<file path="src/rtl/ahb_bus_arbiter.sv">
// ---------------------------------------------------------------------------
// ahb_bus_arbiter
//
// Two-master AHB-Lite arbiter for the shared system bus. Master 0 is the CPU
// and is also the park master. Master 1 is the DMAC. The arbiter does three
// things:
//   - It multiplexes address/control from the address-phase owner.
//   - It multiplexes write data/strobes from the data-phase owner, which lags
//     the address owner by one accepted (HREADY=1) cycle.
//   - It counts DMA beats so that a long DMA transfer cannot starve the CPU.
//
// Ports:
//   clk, rst        system clock; synchronous active-low reset
//   cpu_*           CPU address/control/write-data inputs
//   cpu_req         CPU bus request
//   cpu_grant       CPU owns the address phase
//   Bus_Req         DMAC bus request
//   M*              DMAC address/control/write-data inputs
//   Bus_Grant       DMAC owns the address phase
//   HREADY          slave-side ready
//   H*              multiplexed slave-side address/control/data outputs
//   data_owner      data-phase owner (0 = CPU, 1 = DMAC)
// ---------------------------------------------------------------------------
module ahb_bus_arbiter #(
  parameter int MAX_DMA_BEATS = 16,
  parameter int CNT_W         = 5
) (
  input  logic        clk,
  input  logic        rst,
  input  logic        cpu_req,
  input  logic [31:0] cpu_haddr,
  input  logic [1:0]  cpu_htrans,
  input  logic        cpu_hwrite,
  input  logic [2:0]  cpu_hsize,
  input  logic [31:0] cpu_hwdata,
  output logic        cpu_grant,
  input  logic        Bus_Req,
  input  logic [31:0] MAddress,
  input  logic [1:0]  MTrans,
  input  logic        MWrite,
  input  logic [3:0]  MBurst_Size,
  input  logic [31:0] MWData,
  input  logic [3:0]  MWStrb,
  output logic        Bus_Grant,
  input  logic        HREADY,
  output logic [31:0] HADDR,
  output logic [1:0]  HTRANS,
  output logic        HWRITE,
  output logic [2:0]  HSIZE,
  output logic [3:0]  HBURST_SIZE,
  output logic [31:0] HWDATA,
  output logic [3:0]  HWSTRB,
  output logic        data_owner
);

  localparam logic [1:0] S_CPU     = 2'b00;
  localparam logic [1:0] S_DMA     = 2'b01;
  localparam logic [1:0] S_RELEASE = 2'b10;

  localparam logic [1:0] TR_IDLE   = 2'b00;
  localparam logic [1:0] TR_NONSEQ = 2'b10;
  localparam logic [1:0] TR_SEQ    = 2'b11;

  localparam logic [CNT_W-1:0] BEAT_LIMIT = CNT_W'(MAX_DMA_BEATS);

  logic [1:0]       state;
  logic [1:0]       state_next;
  logic [CNT_W-1:0] beat_cnt;
  logic [1:0]       owner_trans;
  logic             switch_pt;
  logic             dma_beat;
  logic             addr_owner;

  // The handover window (S_RELEASE) still counts as a DMAC address phase.
  // This lets the DMAC's final data phase be tagged to the DMAC.
  assign addr_owner  = (state != S_CPU);
  assign owner_trans = addr_owner ? MTrans : cpu_htrans;

  // Ownership may only change between bursts. That is an accepted cycle
  // whose current transfer is IDLE or the NONSEQ that starts a new burst.
  // A SEQ or BUSY transfer never marks a switch point.
  assign switch_pt = HREADY && (owner_trans == TR_IDLE || owner_trans == TR_NONSEQ);
  assign dma_beat  = HREADY && (MTrans == TR_NONSEQ || MTrans == TR_SEQ);

  // NOTE: every signal assigned in an always_comb gets a default on entry,
  // so no path through the block can leave it unassigned and infer a latch.
  always_comb begin
    state_next = state;
    case (state)
      S_CPU: begin
        // The DMAC has priority over a simultaneous CPU request.
        if (switch_pt && Bus_Req) state_next = S_DMA;
      end
      S_DMA: begin
        if (switch_pt && (!Bus_Req || (cpu_req && beat_cnt == BEAT_LIMIT)))
          state_next = S_RELEASE;
      end
      S_RELEASE: begin
        // Wait for the DMAC's last data phase to complete. The DMAC may go
        // straight back in only when the CPU is not waiting for the bus.
        if (HREADY) state_next = (Bus_Req && !cpu_req) ? S_DMA : S_CPU;
      end
      default: state_next = S_CPU;
    endcase
  end

  // NOTE: sequential state uses non-blocking assignments. All registers then
  // update together from values sampled at the same edge, with no
  // order-dependent races.
  always_ff @(posedge clk) begin
    if (!rst) begin
      state      <= S_CPU;
      beat_cnt   <= '0;
      data_owner <= 1'b0;
    end else if (HREADY) begin
      state      <= state_next;
      data_owner <= addr_owner;
      if (state == S_DMA) begin
        if (dma_beat && beat_cnt != BEAT_LIMIT) beat_cnt <= beat_cnt + 1'b1;
      end else if (state_next == S_DMA) begin
        // Each new DMAC tenure starts its starvation budget from zero.
        beat_cnt <= '0;
      end
    end
  end

  assign cpu_grant = (state == S_CPU);
  assign Bus_Grant = (state == S_DMA);

  // Address/control come from the address owner. During S_RELEASE, HTRANS is
  // forced to IDLE so that no new transfer starts while the bus is handed over.
  assign HADDR       = addr_owner ? MAddress : cpu_haddr;
  assign HTRANS      = (state == S_RELEASE) ? TR_IDLE : owner_trans;
  assign HWRITE      = addr_owner ? MWrite : cpu_hwrite;
  assign HSIZE       = addr_owner ? 3'b010 : cpu_hsize;
  assign HBURST_SIZE = addr_owner ? MBurst_Size : 4'h0;

  // Write data/strobes come from the data owner, one beat behind the address.
  assign HWDATA = data_owner ? MWData : cpu_hwdata;
  assign HWSTRB = data_owner ? MWStrb : 4'b1111;

endmodule

</file>
<file path="config.mk">
export PLATFORM = sky130hd
export DESIGN_NAME = ahb_bus_arbiter
export DESIGN_NICKNAME = d
export VERILOG_FILES = /design/src/rtl/ahb_bus_arbiter.sv
export SDC_FILE = /design/constraint.sdc
export NUM_CORES = 1
export LEC_CHECK = 0
export BUFFER_PORTS_ARGS = -buffer_cell sky130_fd_sc_hd__buf_2
export CAP_MARGIN = 10
export CORE_AREA = 5 5 87 89
export CTS_CLUSTER_DIAMETER = 80
export DETAILED_ROUTE_END_ITERATION = 8
export DIE_AREA = 0 0 92 94
export PLACE_DENSITY = 0.65
export SYNTH_ARGS = -nofsm -noshare
export SYNTH_HDL_FRONTEND = slang
export SYNTH_SLANG_ARGS = --single-unit
</file>
<file path="constraint.sdc">
create_clock -name clk -period 1.35 [get_ports clk]
set_clock_uncertainty 0.1 [all_clocks]
set_input_delay 0.2025 -clock clk [delete_from_list [all_inputs] [get_ports clk]]
set_output_delay 0.2025 -clock clk [all_outputs]
set_load 0.02 [all_outputs]
</file>
==> metrics.cfg <==
[critical_path]
crit_path_max_fanout=9
start_kind=flop
crit_arrival_ns=1.44
max_stage_delay_ns=0.33
r2r_start=beat_cnt[0]
setup.worst_path.class=flop to output pin
path_cells=nor2_4 -> buf_12 -> clkbuf_16 -> mux2_4 -> buf_2
cp_slowest_cell=dfxtp_2
r2r_cells=6
crit_required_ns=1.05
worstReg2RegEnd=beat_cnt[2]
r2r_slack_ns=-0.16
crit_path_end_kind=output pin

[outcome]
failed_checks=setup timing
status=finished with violations

[die]
die_w_um=92
die_y_um=94
num_rows=30
coreArea_um2=6680
start_util_pct=20.1
die_area_um2=8650
ioPinCount=231

[yosys]
synth.top_cell.area_share_pct=52.0
synth_edf_count=0
ys.flop_type=dfxtp_1
ys_top_cells_by_area=mux2_2, dfxtp_1, nand2b_1
synth_fp_nets=295
syn_inst=143
synth_cell_type_count=35
ys_seq_elements=8
synth_most_common_cell=mux2_2
synth_top_area_cell=mux2_2
async_flop_share_pct=0
netlist_top_cells_count=mux2_2, nand2_1, buf_2, dfxtp_1, nand2b_1
yosysWarnings=0
syn_area_um2=1340
avgSynthCellArea_um2=9.40
synth-seq-area-share_pct=11.9

[sta]
max_freq_mhz=574
rsz0062_at_grt=yes
finalSetupViolations=88
worst_pin_slew_ns=0.297
hold_violations=0
finalCritPeriodShare_pct=129
finalWorstPathRequiredPeriod_ns=1.74
finalMaxSlewViolations=0
setup_slack_ns=-0.391
slew_headroom_pct=80.2

[worst_hold_path]
hp-start=Bus_Req
hold_depth=3
hp-class=input port to flop
hold_end=state[0]

[clocking]
htreeDepth=1
cts-buffers-inserted=3
cts_tree=done
cts.sinks=8
clk_pin_slew_ns=0.04
clock_latency_ns=0.24
root_buffer=clkbuf_8
clockBufferDepth=2

[global_routing]
antenna_found_initial=2
overflow=0
grt_pass1_wl_mm=11.9
grt_pass1_vias=2313
grt_max_degree=29
grt_usage_pct=17.2

[cells_and_area]
final_core_util_pct=60.6
area_delta_synth_final_pct=201
fin_cells=486
n_fill_cell=536
drive_gt1_share_pct=93.3
nets=558

[routing]
viasPerCell=4.55
drt-total-wl_mm=9.27
routed-wl-met3_um=637
num_vias=2210
drt_iter0_markers=40
wire_per_inst_um=19.1
dr.pass1.iters=4
drc=0
wl_met1_mm=3.00
wl_met2_mm=5.36
antenna_left=0
top_layer_used=met4

[pwr]
power_density_nw_per_um2=607
power.leakage_uw=0.00218
ir_worst_vdd_v=0.000365

[placement]
place.gp.congestion=0.795
dp.final_hpwl_mm=6.46
port_buffers=230
placedCellCount=459

[flow_run]
cap_violations=0

critical path: cells and delay by family, from the launching register on:
kind / cells / cell delay, ns
buf+inv: 3 / 0.46
mux: 1 / 0.29
simple gates: 1 / 0.12
flops: 1 / 0.33
layer usage:
metal	vias up	track usage, %
li1	1055	-
met1	1024	16.6
met2	112	35.6
met3	19	3.93
met4	0	5.32
met5	-	0
worst max path at each step:
stage                      endpoint      from  slack (ns)  cells after the start
after floorplan            HADDR[0]  state[0]       -0.07                      4
after global placement     HADDR[5]  state[1]       -0.12                      4
after detailed placement   HADDR[0]  state[1]       -0.17                      4
after CTS                  HADDR[1]  state[1]       -0.39                      4
after global routing      HADDR[21]  state[0]       -0.43                      5
final                     HADDR[21]  state[0]       -0.39                      5
area by class of cell:
type                    count  area (um2)  area share [%]
clock buffers               3        41.3            1.02
repair buffers            269        2170            53.5
inverters                   2        10.0           0.247
flip-flops and latches      8         171            4.24
diodes                      2        5.00           0.124
multi-input cells         122        1550            38.4
well taps                  80         100            2.47
power breakdown:
part	total (uW)	internal, uW	switching, uW
Clock	310	195	115
Sequential	252	243	8.59
Combinational	1890	1110	785
flip-flops by register name, summed over array words and instances (netlist names):
register / count
state: 2
beat_cnt: 5
data_owner: 1
repair_timing:
action                     4_1_cts  5_1_grt
buffers inserted                11        7
gates cloned                     3        3
hold buffers                     0        0
setup endpoints to repair       85       88
pin swaps                       12        6
gates resized for setup        127      104
logic make-up (layout without fill, tap and decap cells):
family | Yosys count | in the layout | synth area share, %
AND/OR/NAND/NOR | 37 | 37 | 17.6
adder cells (fa/ha/maj) | 2 | 2 | 1.86
other | 0 | 2 | 0
multiplexers | 65 | 65 | 54.5
buffers and inverters | 13 | 274 | 4.66
AO/OA/AOI/OAI | 18 | 18 | 9.50
flip-flops | 8 | 8 | 11.9
layout by cell type (no fill, tap or decap), drive strengths merged, types with 6 or more instances in the layout:
master,instances
dfxtp,8
buf,266
nand2,9
o21ai,6
mux2,65
nand2b,7
clkbuf,6
nor2b,6
per-stage QoR:
stage | power (uW) | setup TNS (ns) | setup WS (ns) | instance area [um2] | hold WS, ns
6_report | 2450 | -23.39 | -0.391 | 4050 | 0.173
3_5_place_dp | 1570 | -4.80 | -0.166 | 2910 | 0.387
4_1_cts | 2160 | -22.18 | -0.389 | 3590 | 0.208
3_3_place_gp | 1550 | -3.89 | -0.125 | 2910 | 0.377
5_1_grt | 2560 | -26.24 | -0.430 | 4050 | 0.203
2_1_floorplan | 1090 | -2.05 | -0.0653 | 1610 | 0.258
Power figures use the tool's default switching activity.
